<file path="config.mk">
export PLATFORM = sky130hd
export DESIGN_NAME = pipelined_cla_adder
export DESIGN_NICKNAME = d
export VERILOG_FILES = /design/src/rtl/pipelined_cla_adder.sv
export SDC_FILE = /design/constraint.sdc
export NUM_CORES = 1
export LEC_CHECK = 0
export BUFFER_PORTS_ARGS = -buffer_cell sky130_fd_sc_hd__buf_2
export CORE_MARGIN = 8
export CORE_UTILIZATION = 42
export CTS_CLUSTER_SIZE = 8
export DETAILED_ROUTE_END_ITERATION = 12
export PLACE_DENSITY_LB_ADDON = 0.08
export SYNTH_ARGS = -nofsm -noshare
export SYNTH_HDL_FRONTEND = slang
export SYNTH_SLANG_ARGS = --single-unit
</file>
<file path="constraint.sdc">
create_clock -name clk -period 4.8 [get_ports clk]
set_input_delay 1.44 -clock clk [delete_from_list [all_inputs] [get_ports clk]]
set_output_delay 1.44 -clock clk [all_outputs]
set_load 0.005 [all_outputs]
</file>
<file path="src/rtl/pipelined_cla_adder.sv">
// Pipelined carry-lookahead adder/subtractor.
// The operand is split into GROUP-bit lookahead groups. Each pipeline stage
// resolves one group using the carry registered by the previous stage. The
// not-yet-used operand bits travel forward with the beat, and so do the
// already-computed low sum bits. As a result, all sum bits of a beat leave
// the last stage together.
// The pipeline enable depends only on the output handshake, so the whole
// pipeline advances or holds as one unit. Bubbles are kept as they are.
module pipelined_cla_adder #(
    parameter int WIDTH = 16,
    parameter int GROUP = 4
) (
    input  logic             clk,
    input  logic             rst,
    input  logic             in_valid,
    output logic             in_ready,
    input  logic [WIDTH-1:0] a,
    input  logic [WIDTH-1:0] b,
    input  logic             cin,
    input  logic             sub,
    output logic             out_valid,
    input  logic             out_ready,
    output logic [WIDTH-1:0] s,
    output logic             cout,
    output logic             ovf
);

    localparam int NG  = WIDTH / GROUP;
    // Operand skew registers feed only stages 1..NG-1.
    localparam int NOP = (NG > 1) ? NG - 1 : 1;

    // Per-stage pipeline registers
    logic             valid_reg [NG];
    logic [WIDTH-1:0] sum_reg   [NG];
    logic             carry_reg [NG];
    logic [WIDTH-1:0] a_reg     [NOP];
    logic [WIDTH-1:0] b_reg     [NOP];
    logic             ovf_reg;

    // Per-stage inputs: from the ports for stage 0, else from the previous stage
    logic [WIDTH-1:0] stg_a [NG];
    logic [WIDTH-1:0] stg_b [NG];
    logic [WIDTH-1:0] stg_s [NG];
    logic             stg_c [NG];
    logic             stg_v [NG];

    // Per-stage combinational results
    logic [WIDTH-1:0] sum_next       [NG];
    logic             carry_next     [NG];
    logic             msb_carry_next [NG];

    logic en;

    // One lookahead group.
    // Every carry is written as a flat sum of products of the group's
    // generate and propagate terms and the group carry-in, not as a ripple.
    // Result layout: {carry into MSB, group carry-out, sum bits}.
    function automatic logic [GROUP+1:0] cla_group(
        input logic [GROUP-1:0] ga,
        input logic [GROUP-1:0] gb,
        input logic             gc
    );
        logic [GROUP-1:0] g;
        logic [GROUP-1:0] p;
        logic [GROUP:0]   c;
        logic             term;
        g    = ga & gb;
        p    = ga ^ gb;
        c    = '0;
        c[0] = gc;
        for (int i = 0; i < GROUP; i++) begin
            // Incoming carry propagated through bits 0..i
            term = gc;
            for (int m = 0; m <= i; m++) begin
                term = term & p[m];
            end
            c[i+1] = term;
            // Carry generated at bit j and propagated through bits j+1..i
            for (int j = 0; j <= i; j++) begin
                term = g[j];
                for (int m = j + 1; m <= i; m++) begin
                    term = term & p[m];
                end
                c[i+1] = c[i+1] | term;
            end
        end
        return {c[GROUP-1], c[GROUP], p ^ c[GROUP-1:0]};
    endfunction

    // The whole pipeline stalls only when a finished result is not taken.
    assign en        = !(out_valid && !out_ready);
    assign in_ready  = en;
    assign out_valid = valid_reg[NG-1];
    assign s         = sum_reg[NG-1];
    assign cout      = carry_reg[NG-1];
    assign ovf       = ovf_reg;

    genvar gi;
    generate
        for (gi = 0; gi < NG; gi++) begin : g_stage
            logic [GROUP+1:0] grp;
            logic [WIDTH-1:0] merged;

            if (gi == 0) begin : g_in
                // Subtraction is A + ~B + 1, so B is inverted and cin is forced to 1.
                assign stg_a[gi] = a;
                assign stg_b[gi] = sub ? ~b : b;
                assign stg_c[gi] = sub ? 1'b1 : cin;
                assign stg_v[gi] = in_valid;
                assign stg_s[gi] = '0;
            end else begin : g_fwd
                assign stg_a[gi] = a_reg[gi-1];
                assign stg_b[gi] = b_reg[gi-1];
                assign stg_c[gi] = carry_reg[gi-1];
                assign stg_v[gi] = valid_reg[gi-1];
                assign stg_s[gi] = sum_reg[gi-1];
            end

            assign grp = cla_group(stg_a[gi][GROUP*gi +: GROUP],
                                   stg_b[gi][GROUP*gi +: GROUP],
                                   stg_c[gi]);

            // Put this group's sum bits into the partial sum carried forward
            always_comb begin
                merged                     = stg_s[gi];
                merged[GROUP*gi +: GROUP]  = grp[GROUP-1:0];
            end

            assign sum_next[gi]       = merged;
            assign carry_next[gi]     = grp[GROUP];
            assign msb_carry_next[gi] = grp[GROUP+1];
        end
    endgenerate

    // Advance every stage together when enabled. Reset clears all state.
    always_ff @(posedge clk) begin
        if (rst) begin
            for (int k = 0; k < NG; k++) begin
                valid_reg[k] <= 1'b0;
                sum_reg[k]   <= '0;
                carry_reg[k] <= 1'b0;
            end
            for (int k = 0; k < NOP; k++) begin
                a_reg[k] <= '0;
                b_reg[k] <= '0;
            end
            ovf_reg <= 1'b0;
        end else if (en) begin
            for (int k = 0; k < NG; k++) begin
                valid_reg[k] <= stg_v[k];
                sum_reg[k]   <= sum_next[k];
                carry_reg[k] <= carry_next[k];
            end
            for (int k = 0; k < NG - 1; k++) begin
                a_reg[k] <= stg_a[k];
                b_reg[k] <= stg_b[k];
            end
            // Signed overflow: carry into the MSB differs from carry out of it
            ovf_reg <= msb_carry_next[NG-1] ^ carry_next[NG-1];
        end
    end

endmodule

</file>
==> flow_metrics.py <==
metrics = {
    "critical_path": {
        "startpoint_type": "input pin",
        "crit_fanout": 6,
        "required_ns": 3.36,
        "rr_worst_depth": 5,
        "arrival_ns": 1.94,
        "r2r-end": "sum_reg[0][2]",
        "crit_start": "out_ready",
        "end_kind": "primary output",
        "critPathKind": "in2out",
        "r2r-start": "valid_reg[0][3]",
        "max_stage_delay_ns": 0.21,
        "endpoint": "in_ready",
        "critPathMostFrequentCell": "buf_2",
        "slowest_stage": "nor2b_4",
        "crit_chain": "buf_2 -> nor2b_4 -> inv_2 -> buf_2",
        "reg2reg_slack_ns": 2.44,
    },
    "route": {
        "drc": 0,
        "via_per_inst": 4.90,
        "routed-via-count": 2406,
        "drt-wirelength-per-cell_um": 14.7,
        "dr.pass1.iters": 5,
        "totalWireLength_um": 7230,
        "drt-initial-drc-count": 172,
        "ant_nets": 0,
    },
    "synthesis": {
        "ys_ff_latch": 97,
        "syn_nets": 360,
        "ys_top_cells_by_count": "edfxtp_1 (96), and3_1 (67), ha_1 (20), nor2_1 (19), xnor2_1 (15)",
        "yosysTopAreaCell": "edfxtp_1",
        "async_reset_ff_share_pct": 0,
        "synth_area_leaders": "edfxtp_1 (66%), and3_1 (9.6%), ha_1 (5.7%), xnor2_1 (3.0%), fa_1 (1.8%)",
        "synth_edf_count": 96,
        "yosysUniqueCellTypes": 37,
        "syn_inst": 298,
        "synth.most_common_cell": "edfxtp_1",
        "yosys_warnings": 0,
        "synth_top_area_share_pct": 66.2,
        "synth_seq_area_share_pct": 66.7,
        "ys.flop_type": "edfxtp_1",
        "avgSynthCellArea_um2": 14.6,
        "mappedNetlistArea_mm2": 0.00435,
    },
    "clocking": {
        "cts.htree.levels": 3,
        "cts-root-buf": "clkbuf_8",
        "clkSinkCount": 97,
        "cts-hold-fix-buffers": 0,
        "cts_buffer_depth": 2,
        "clk_latency_ns": 0.36,
        "cts_resized": 0,
        "post-cts-setup-buffers": 0,
        "cts_tree": "yes",
        "numCtsBuffers": 9,
        "clkSlewWorstSetupHoldPaths_ns": 0.09,
    },
    "floorplanning": {
        "start_util_pct": 42.7,
        "die_height_um": 118,
        "fp.coreArea_mm2": 0.0102,
        "fp-row-count": 37,
        "dieWidth_um": 118,
        "ios": 58,
        "die_area_mm2": 0.0139,
    },
    "power": {
        "p_per_area_mw_per_mm2": 350,
        "swShare_pct": 21.5,
        "p_comb_share_pct": 8.8,
        "p_clk_share_pct": 33.0,
        "total_leakage_power_uw": 0.00238,
        "switchingPower_uw": 373,
        "ir_drop_v": 0.000139,
        "p_seq_share_pct": 58.2,
        "p_int_uw": 1370,
    },
    "flow_run": {
        "maxCapViolations": 0,
    },
    "sta": {
        "slew_headroom_pct": 20.8,
        "slew_violations": 0,
        "fin_tns_setup_ns": 0,
        "whs_ns": 0.538,
        "fin_crit_sh_pct": 70.4,
        "setup_viol": 0,
        "tightestPinTransition_ns": 1.19,
        "fin_skew_ns": 0.00617,
        "fin_crit_ns": 3.38,
        "grt_setup_unrepaired": "false",
        "fmax_ghz": 0.296,
        "hold_viol_final": 0,
    },
    "placement": {
        "dp_cells": 475,
        "dp_hpwl_um": 4600,
        "port_buffers": 57,
        "globalplace.congestion": 0.732,
        "postPlaceCellArea_mm2": 0.00475,
    },
    "outcome": {
        "status": "completed",
    },
    "layout": {
        "nets": 412,
        "largest_register_ffs": 40,
        "syn_to_final_growth_pct": 14.1,
        "diodes": 0,
        "drive_above_1_share_pct": 24.5,
        "fin_area_mm2": 0.00497,
        "final_cells": 491,
    },
    "grt": {
        "grt_pass1_wl_um": 11900,
        "grt_overflow": 0,
        "grtUsageTotal_pct": 10.7,
        "grt_max_degree": 97,
        "grt_pass1_vias": 2479,
        "antenna_found_initial": 0,
    },
    "worst_hold_path": {
        "hold_path.class": "reg2reg",
    },
}
-- metrics by stage --
| stage | setup WS [ns] | utilization, % | power (uW) |
|---|---|---|---|
| 2_1_floorplan | 0.554 | - | 1130 |
| 3_3_place_gp | 1.39 | 46.6 | 1180 |
| 3_5_place_dp | 1.34 | 46.6 | 1190 |
| 4_1_cts | 1.41 | 48.8 | 1760 |
| 5_1_grt | 1.39 | 48.8 | 1820 |
| 6_report | 1.42 | 48.8 | 1740 |
-- logic make-up (layout without fill, tap and decap cells) --
| family | Yosys count | count (layout) | share of synthesized area [%] |
|---|---|---|---|
| AO/OA/AOI/OAI | 20 | 20 | 3.71 |
| XOR/XNOR | 20 | 20 | 4.02 |
| adder cells (fa/ha/maj) | 24 | 24 | 7.59 |
| buffers and inverters | 24 | 81 | 2.53 |
| flip-flops | 97 | 97 | 66.7 |
| multiplexers | 3 | 3 | 0.747 |
| AND/OR/NAND/NOR | 110 | 110 | 14.7 |
-- layer usage --
metal	vias up	global-route usage, %	routed length [um]
met1	1131	13.9	3630
met2	56	15.4	3050
met5	-	0	0
met4	0	5.04	133
li1	1210	-	-
met3	9	4.12	418
-- cells in the final DEF (no fill, tap or decap), types with 3 or more instances in the layout --
cell,instances
buf_4,3
and3_1,67
clkbuf_8,9
edfxtp_1,96
xnor2_1,15
fa_1,4
ha_1,20
buf_2,57
nor3_1,10
inv_1,3
nor2_1,19
o21a_1,9
xor2_1,5
-- worst max-delay path, delay by kind of cell --
family	cells	cell delay [ns]
and+or+nand+nor	1	0.21
buffers and inverters	3	0.29
-- power groups by stage --
stage / sequential [uW] / clock [uW] / combinational (uW)
global placement: 1030 / 0 / 151
CTS: 1010 / 593 / 156
detailed placement: 1030 / 0 / 155
finish: 1010 / 574 / 152
global route: 1020 / 623 / 173
floorplan: 1030 / 0 / 104
-- worst min-delay path by stage --
stage                   startpoint        endpoint  slack [ns]  cells after the start
floorplan                      ovf             ovf        0.52                      2
global placement               ovf             ovf        0.52                      2
detailed placement             ovf             ovf        0.53                      2
CTS                            ovf             ovf        0.54                      2
global route        sum_reg[0][38]  sum_reg[0][54]        0.57                      1
finish                         ovf             ovf        0.54                      2
-- cell type report --
| type | count | area, um2 |
|---|---|---|
| Multi-Input combinational cell | 177 | 1350 |
| Sequential cell | 97 | 2900 |
| Tap cell | 136 | 170 |
| Timing Repair Buffer | 60 | 308 |
| Fill cell | 921 | 5220 |
| Clock inverter | 7 | 95.1 |
| Inverter | 5 | 18.8 |
| Clock buffer | 9 | 124 |
No activity file was read; power rests on OpenSTA's default activity.
